<file path="src/rtl/bsnn_tile_p_if.sv">
// bsnn_tile_p_if: start/finish handshake plus data buses of the spiking tile.
// Master side requests an inference; slave side is the tile.
interface bsnn_tile_p_if #(
    parameter int N_IN         = 4,
    parameter int N_NEURONS    = 4,
    parameter int WEIGHT_WIDTH = 2,
    parameter int DTT_WIDTH    = 5,
    parameter int TTD_WIDTH    = 5,
    parameter int POT_WIDTH    = 8
);
    logic                                   start;
    logic [N_IN*DTT_WIDTH-1:0]              input_vector;
    logic [N_NEURONS*N_IN*WEIGHT_WIDTH-1:0] weights;
    logic signed [POT_WIDTH-1:0]            threshold;
    logic                                   busy;
    logic [N_NEURONS*TTD_WIDTH-1:0]         output_vector;
    logic [N_NEURONS-1:0]                   fired;
    logic                                   finish;

    modport master (
        output start, input_vector, weights, threshold,
        input  busy, output_vector, fired, finish
    );

    modport slave (
        input  start, input_vector, weights, threshold,
        output busy, output_vector, fired, finish
    );
endinterface

</file>
<file path="src/rtl/bsnn_tile_p.sv">
// bsnn_tile_p: time-coded inputs -> LIF neuron array -> first-spike time codes.
// Latency: start cycle 0, finish pulse at cycle 2**DTT_WIDTH+1; start ignored while busy/finishing.
// Optional macro EARLY_FINISH_EN ends the window as soon as every neuron has fired.
module bsnn_tile_p #(
    parameter int N_IN         = 4,
    parameter int N_NEURONS    = 4,
    parameter int WEIGHT_WIDTH = 2,
    parameter int DTT_WIDTH    = 5,
    parameter int TTD_WIDTH    = 5,
    parameter int POT_WIDTH    = 8,
    parameter int LEAK_SHIFT   = 3
) (
    input  logic         CLK,
    input  logic         RST,
    bsnn_tile_p_if.slave bus
);
    localparam int T_MAX   = 2 ** DTT_WIDTH;
    localparam int ACC_W   = POT_WIDTH + WEIGHT_WIDTH + $clog2(N_IN) + 2;
    localparam int CW      = ((DTT_WIDTH > TTD_WIDTH) ? DTT_WIDTH : TTD_WIDTH) + 1;
    localparam int OUT_SAT = 2 ** TTD_WIDTH - 2;
    localparam logic signed [ACC_W-1:0] POT_MAX = ACC_W'(2 ** (POT_WIDTH - 1) - 1);
    localparam logic signed [ACC_W-1:0] POT_MIN = ~POT_MAX;

    typedef enum logic [1:0] {IDLE, RUN, DONE} state_t;

    state_t                                 state_q, state_d;
    logic [DTT_WIDTH-1:0]                   t_q;
    logic [N_IN*DTT_WIDTH-1:0]              iv_q;
    logic [N_NEURONS*N_IN*WEIGHT_WIDTH-1:0] w_q;
    logic signed [POT_WIDTH-1:0]            thr_q;
    logic signed [POT_WIDTH-1:0]            pot_q   [N_NEURONS];
    logic signed [POT_WIDTH-1:0]            pot_nxt [N_NEURONS];
    logic signed [ACC_W-1:0]                acc     [N_NEURONS];
    logic [N_NEURONS-1:0]                   fired_q, fire_now;
    logic [N_NEURONS*TTD_WIDTH-1:0]         out_q;
    logic [N_IN-1:0]                        spike;
    logic [TTD_WIDTH-1:0]                   t_code;
    logic                                   accept, step, go_done, last_step;

    function automatic logic signed [ACC_W-1:0] wext(input logic [WEIGHT_WIDTH-1:0] w);
        logic signed [WEIGHT_WIDTH-1:0] s;
        s = w;
        return ACC_W'(s);
    endfunction

    always_comb begin
        spike = '0;
        for (int i = 0; i < N_IN; i++)
            spike[i] = (t_q == iv_q[i*DTT_WIDTH +: DTT_WIDTH]);
    end

    // The code space reserves all-ones for "never fired", so late spikes clamp one below.
    always_comb begin
        if (CW'(t_q) > CW'(OUT_SAT))
            t_code = TTD_WIDTH'(OUT_SAT);
        else
            t_code = TTD_WIDTH'(t_q);
    end

    always_comb begin
        fire_now = '0;
        for (int j = 0; j < N_NEURONS; j++) begin
            acc[j] = ACC_W'(pot_q[j]);
            if (LEAK_SHIFT > 0)
                acc[j] = acc[j] - (acc[j] >>> LEAK_SHIFT);
            for (int i = 0; i < N_IN; i++)
                if (spike[i])
                    acc[j] = acc[j] + wext(w_q[(j*N_IN+i)*WEIGHT_WIDTH +: WEIGHT_WIDTH]);
            if (acc[j] > POT_MAX)
                pot_nxt[j] = POT_MAX[POT_WIDTH-1:0];
            else if (acc[j] < POT_MIN)
                pot_nxt[j] = POT_MIN[POT_WIDTH-1:0];
            else
                pot_nxt[j] = acc[j][POT_WIDTH-1:0];
            fire_now[j] = !fired_q[j] && (pot_nxt[j] >= thr_q);
        end
    end

    assign last_step = (t_q == DTT_WIDTH'(T_MAX - 1));

`ifdef EARLY_FINISH_EN
    logic all_fired;
    assign all_fired = &(fired_q | fire_now);
`endif

    always_comb begin
        state_d = state_q;
        accept  = 1'b0;
        step    = 1'b0;
        go_done = 1'b0;
        case (state_q)
            IDLE: begin
                if (bus.start) begin
                    accept  = 1'b1;
                    state_d = RUN;
                end
            end
            RUN: begin
                step = 1'b1;
`ifdef EARLY_FINISH_EN
                go_done = last_step || all_fired;
`else
                go_done = last_step;
`endif
                if (go_done)
                    state_d = DONE;
            end
            DONE:    state_d = IDLE;
            default: state_d = IDLE;
        endcase
    end

    always_ff @(posedge CLK) begin
        if (RST)
            state_q <= IDLE;
        else
            state_q <= state_d;
    end

    always_ff @(posedge CLK) begin
        if (RST) begin
            t_q     <= '0;
            iv_q    <= '0;
            w_q     <= '0;
            thr_q   <= '0;
            fired_q <= '0;
            out_q   <= '0;
            for (int j = 0; j < N_NEURONS; j++)
                pot_q[j] <= '0;
        end else if (accept) begin
            t_q     <= '0;
            iv_q    <= bus.input_vector;
            w_q     <= bus.weights;
            thr_q   <= bus.threshold;
            fired_q <= '0;
            out_q   <= '0;
            for (int j = 0; j < N_NEURONS; j++)
                pot_q[j] <= '0;
        end else if (step) begin
            t_q <= t_q + 1'b1;
            for (int j = 0; j < N_NEURONS; j++) begin
                if (fire_now[j]) begin
                    fired_q[j]                        <= 1'b1;
                    out_q[j*TTD_WIDTH +: TTD_WIDTH]   <= t_code;
                    pot_q[j]                          <= '0;
                end else begin
                    pot_q[j] <= pot_nxt[j];
                    // Fill is registered with the last step so results are valid with finish.
                    if (go_done && !fired_q[j])
                        out_q[j*TTD_WIDTH +: TTD_WIDTH] <= '1;
                end
            end
            fired_q <= fired_q | fire_now;
        end
    end

    assign bus.busy          = (state_q == RUN);
    assign bus.finish        = (state_q == DONE);
    assign bus.fired         = fired_q;
    assign bus.output_vector = out_q;
endmodule

</file>
<file path="src/flat_wrapper.sv">
// flat-port wrapper written by rule: the top's interface ports become plain ports
module bsnn_tile_p_flat 
#(
    parameter int N_IN         = 4,
    parameter int N_NEURONS    = 4,
    parameter int WEIGHT_WIDTH = 2,
    parameter int DTT_WIDTH    = 5,
    parameter int TTD_WIDTH    = 5,
    parameter int POT_WIDTH    = 8,
    parameter int LEAK_SHIFT   = 3
)
  (CLK, RST, bus_start, bus_input_vector, bus_weights, bus_threshold, bus_busy, bus_output_vector, bus_fired, bus_finish);
  bsnn_tile_p_if #(.N_IN(N_IN), .N_NEURONS(N_NEURONS), .WEIGHT_WIDTH(WEIGHT_WIDTH), .DTT_WIDTH(DTT_WIDTH), .TTD_WIDTH(TTD_WIDTH), .POT_WIDTH(POT_WIDTH)) bus_i ();
  input  logic CLK;
  input  logic RST;
  input wire logic [$bits(bus_i.start)-1:0] bus_start;
  input wire logic [$bits(bus_i.input_vector)-1:0] bus_input_vector;
  input wire logic [$bits(bus_i.weights)-1:0] bus_weights;
  input wire logic [$bits(bus_i.threshold)-1:0] bus_threshold;
  output wire logic [$bits(bus_i.busy)-1:0] bus_busy;
  output wire logic [$bits(bus_i.output_vector)-1:0] bus_output_vector;
  output wire logic [$bits(bus_i.fired)-1:0] bus_fired;
  output wire logic [$bits(bus_i.finish)-1:0] bus_finish;
  assign bus_i.start = bus_start;
  assign bus_i.input_vector = bus_input_vector;
  assign bus_i.weights = bus_weights;
  assign bus_i.threshold = bus_threshold;
  assign bus_busy = bus_i.busy;
  assign bus_output_vector = bus_i.output_vector;
  assign bus_fired = bus_i.fired;
  assign bus_finish = bus_i.finish;
  bsnn_tile_p #(.N_IN(N_IN), .N_NEURONS(N_NEURONS), .WEIGHT_WIDTH(WEIGHT_WIDTH), .DTT_WIDTH(DTT_WIDTH), .TTD_WIDTH(TTD_WIDTH), .POT_WIDTH(POT_WIDTH), .LEAK_SHIFT(LEAK_SHIFT)) u_core (.CLK(CLK), .RST(RST), .bus(bus_i));
endmodule
</file>
<file path="config.mk">
export PLATFORM = sky130hd
export DESIGN_NAME = bsnn_tile_p_flat
export DESIGN_NICKNAME = d
export VERILOG_FILES = /design/src/rtl/bsnn_tile_p_if.sv /design/src/rtl/bsnn_tile_p.sv /design/src/flat_wrapper.sv
export SDC_FILE = /design/constraint.sdc
export NUM_CORES = 1
export LEC_CHECK = 0
export ABC_CLOCK_PERIOD_IN_PS = 12600
export CAP_MARGIN = 20
export CORE_ASPECT_RATIO = 0.9
export CORE_MARGIN = 2
export CORE_UTILIZATION = 54
export DETAILED_ROUTE_END_ITERATION = 7
export PLACE_DENSITY = 0.76
export SLEW_MARGIN = 15
export SYNTH_ARGS = -nofsm -noshare
export SYNTH_HDL_FRONTEND = slang
export SYNTH_SLANG_ARGS = --single-unit
</file>
<file path="constraint.sdc">
create_clock -name CLK -period 12.6 [get_ports CLK]
set_clock_uncertainty 0.05 [all_clocks]
set_input_delay 3.78 -clock CLK [delete_from_list [all_inputs] [get_ports CLK]]
set_output_delay 3.78 -clock CLK [all_outputs]
set_load 0.01 [all_outputs]
</file>
==> results.md <==
- First-pass GRT wire length: 81.7 mm
- Worst setup EP type: flip-flop
- Register area: 0.00270 mm2
- Syn-to-layout area delta: 10.8%
- Final Hold Viols: 0
- Vias in the first global route: 16.3k
- DRT Pass-1 Iters: 5
- Final TNS setup: 0 ns
- Resize count post-CTS: 0
- Max-cap violations: 0
- Fraction of registers with async set/reset: 0%
- Initial Util: 55.1%
- Average vias per placed instance: 6.40
- Min Tclk post-route: 10.72 ns
- Total number of vias: 17.1k
- Syn. warnings: 0
- Root buffer cell: clkbuf_16
- Worst-path clk slew: 0.06 ns
- Post-Route WL: 50.7 mm
- Synthesized area: 0.0171 mm2
- Max_slew headroom: 34.9%
- Worst Path Arrival: 10.95 ns
- Mapped Nets: 2522
- Synthesized instance count: 2196
- RSZ-0062 raised after global routing: false
- Sequential share of the synthesized area: 15.8%
- Core Box Area: 0.0311 mm2
- Most frequent cells in the layout: ha_1, o21ai_0, a21oi_1
- Area of the multi-input gates: 0.0136 mm2
- F_max: 0.0933 GHz
- Worst Setup Start Kind: flip-flop
- Die X: 192 um
- Chip height: 173 um
- TritonCTS Buffers: 17
- Critical path's slowest cell: xnor2_1
- Layout cell share with drive strength beyond 1: 5.92%
- Row cnt: 61
- Initial antenna violation count: 2
- Synth unique cells: 88
- Dpl cell area: 0.0183 mm2
- Wirelength per Cell: 19.0 um
- Drt initial violations: 1290
- Fin area: 0.0190 mm2
- CP peak stage delay: 0.67 ns
- HPWL after DPL: 38.6 mm
- Antenna-violating nets left: 0
- Yosys reg bits: 123
- H-tree Lvls: 4
- Post-synth EDFFs: 24
- Data required, critical path: 12.83 ns
- Fillers: 2722
- GR Overflow Total: 0
- GRT Overall Usage: 30.2%
- Status: complete, no violations
- Total clock sinks: 123
- Final setup viols: 0
- DR DRC count: 0
- # hold bufs at CTS: 0
- CTS tree: yes
- Tcrit/Tclk final: 85.1%
- Max clock buf depth: 2
- IO Count: 89
- Post-synth top flop: dfxtp_1
- Worst-margin pin slew: 0.973 ns
- DIE AREA: 0.0332 mm2
- Setup CP Type: flip-flop to flip-flop
- Final hold slack: 0.442 ns
- Largest net degree at the start of global routing: 59
- Hold WC Path Type: flip-flop to flip-flop
- Layout Nets: 2576
- Syn_area_per_cell: 7.80 um2
- Final Max Slew Viols: 0
- Port Buffers: 88
- Commonest non-fill, non-tap cell in the layout: ha_1
- Crit path top cell by count: o21ai_0
- Worst-Skew Late Latency: 0.44 ns
- Placer Congestion: 0.955
- Setup Buffers After CTS: 0
- Critical path fanouts, max: 10
[metrics by stage]
stage | worst slack, ns | cells | util, %
after global placement | 2.24 | 2639 | 59.1
final | 1.88 | 2673 | 61.1
after detailed placement | 1.98 | 2639 | 59.1
after global routing | 0.775 | 2672 | 61.1
after CTS | 1.96 | 2671 | 61.1
after floorplan | 3.46 | 2196 | -
[final cells by class]
cell class / count / area share (%)
repair buffers: 105 / 5.33
inverters: 144 / 2.85
well taps: 409 / 2.70
flip-flops and latches: 123 / 14.2
multi-input cells: 1859 / 71.6
clock inverters: 12 / 0.784
diodes: 1 / 0.0132
clock buffers: 20 / 2.46
[state kept, by name, indices dropped and copies added, names as in the netlist]
name and cells:
u_core.thr_q 8, u_core.w_q 32, u_core.bus.fired 4, u_core.pot_q 32, u_core.iv_q 20, u_core.t_q 5
u_core.bus.output_vector 20, u_core.state_q 2
[routing by layer]
metal | vias up | wire [um] | GRT usage, %
met4 | 2 | 1460 | 10.1
met2 | 599 | 22400 | 47.7
li1 | 8306 | - | -
met3 | 100 | 3550 | 5.48
met1 | 8096 | 23300 | 41.3
met5 | - | 14 | 0
[worst max-delay path: cells and delay by family (launching register included)]
family / cells / cell delay, ns
compound gates: 23 / 4.77
xor+xnor: 3 / 1.01
fa+ha+maj: 7 / 2.09
buf+inv: 2 / 0.12
flops: 1 / 0.35
mux: 1 / 0.23
simple gates: 9 / 1.93
[kinds of logic after synthesis]
family	share of synthesized area (%)
AND/OR/NAND/NOR	16.5
XOR/XNOR	7.39
adder cells (fa/ha/maj)	20.1
AO/OA/AOI/OAI	32.1
buffers and inverters	5.05
multiplexers	3.07
flip-flops	15.8
[worst paths after layout]
check | from | end | slack [ns] | cells past startpoint
hold reg to reg | u_core.w_q[28] | u_core.w_q[28] | 0.44 | 1
hold / removal | u_core.w_q[28] | u_core.w_q[28] | 0.44 | 1
setup reg to reg | u_core.pot_q[1][0] | u_core.pot_q[1][0] | 1.88 | 45
setup / recovery | u_core.pot_q[1][0] | u_core.pot_q[1][0] | 1.88 | 45
[Yosys cell counts, types with 16 or more instances]
library cell	n	area share, %
a211oi_1	48	2.1
a21o_1	59	2.6
a21oi_1	174	5.1
a22o_1	41	2.1
a31oi_1	20	0.73
clkbuf_1	45	0.99
dfxtp_1	99	12
edfxtp_1	24	4.2
fa_1	20	2.3
ha_1	243	18
inv_1	144	3.2
mux2_2	29	1.9
mux2i_1	20	1.2
nand2_1	170	3.7
nand2b_1	37	1.4
nand3_1	18	0.53
nand4_1	16	0.58
nor2_1	162	3.5
nor2b_1	45	1.6
nor3_1	56	1.6
o211ai_1	24	1.1
o21a_1	67	2.9
o21ai_0	185	5.4
o221a_2	25	1.6
o31a_1	21	1.1
or3_1	22	0.80
xnor2_1	84	4.3
xor2_1	55	2.8
Power is not shown: default switching activity piles up to over one toggle a cycle in this logic, so the estimate is an artifact.
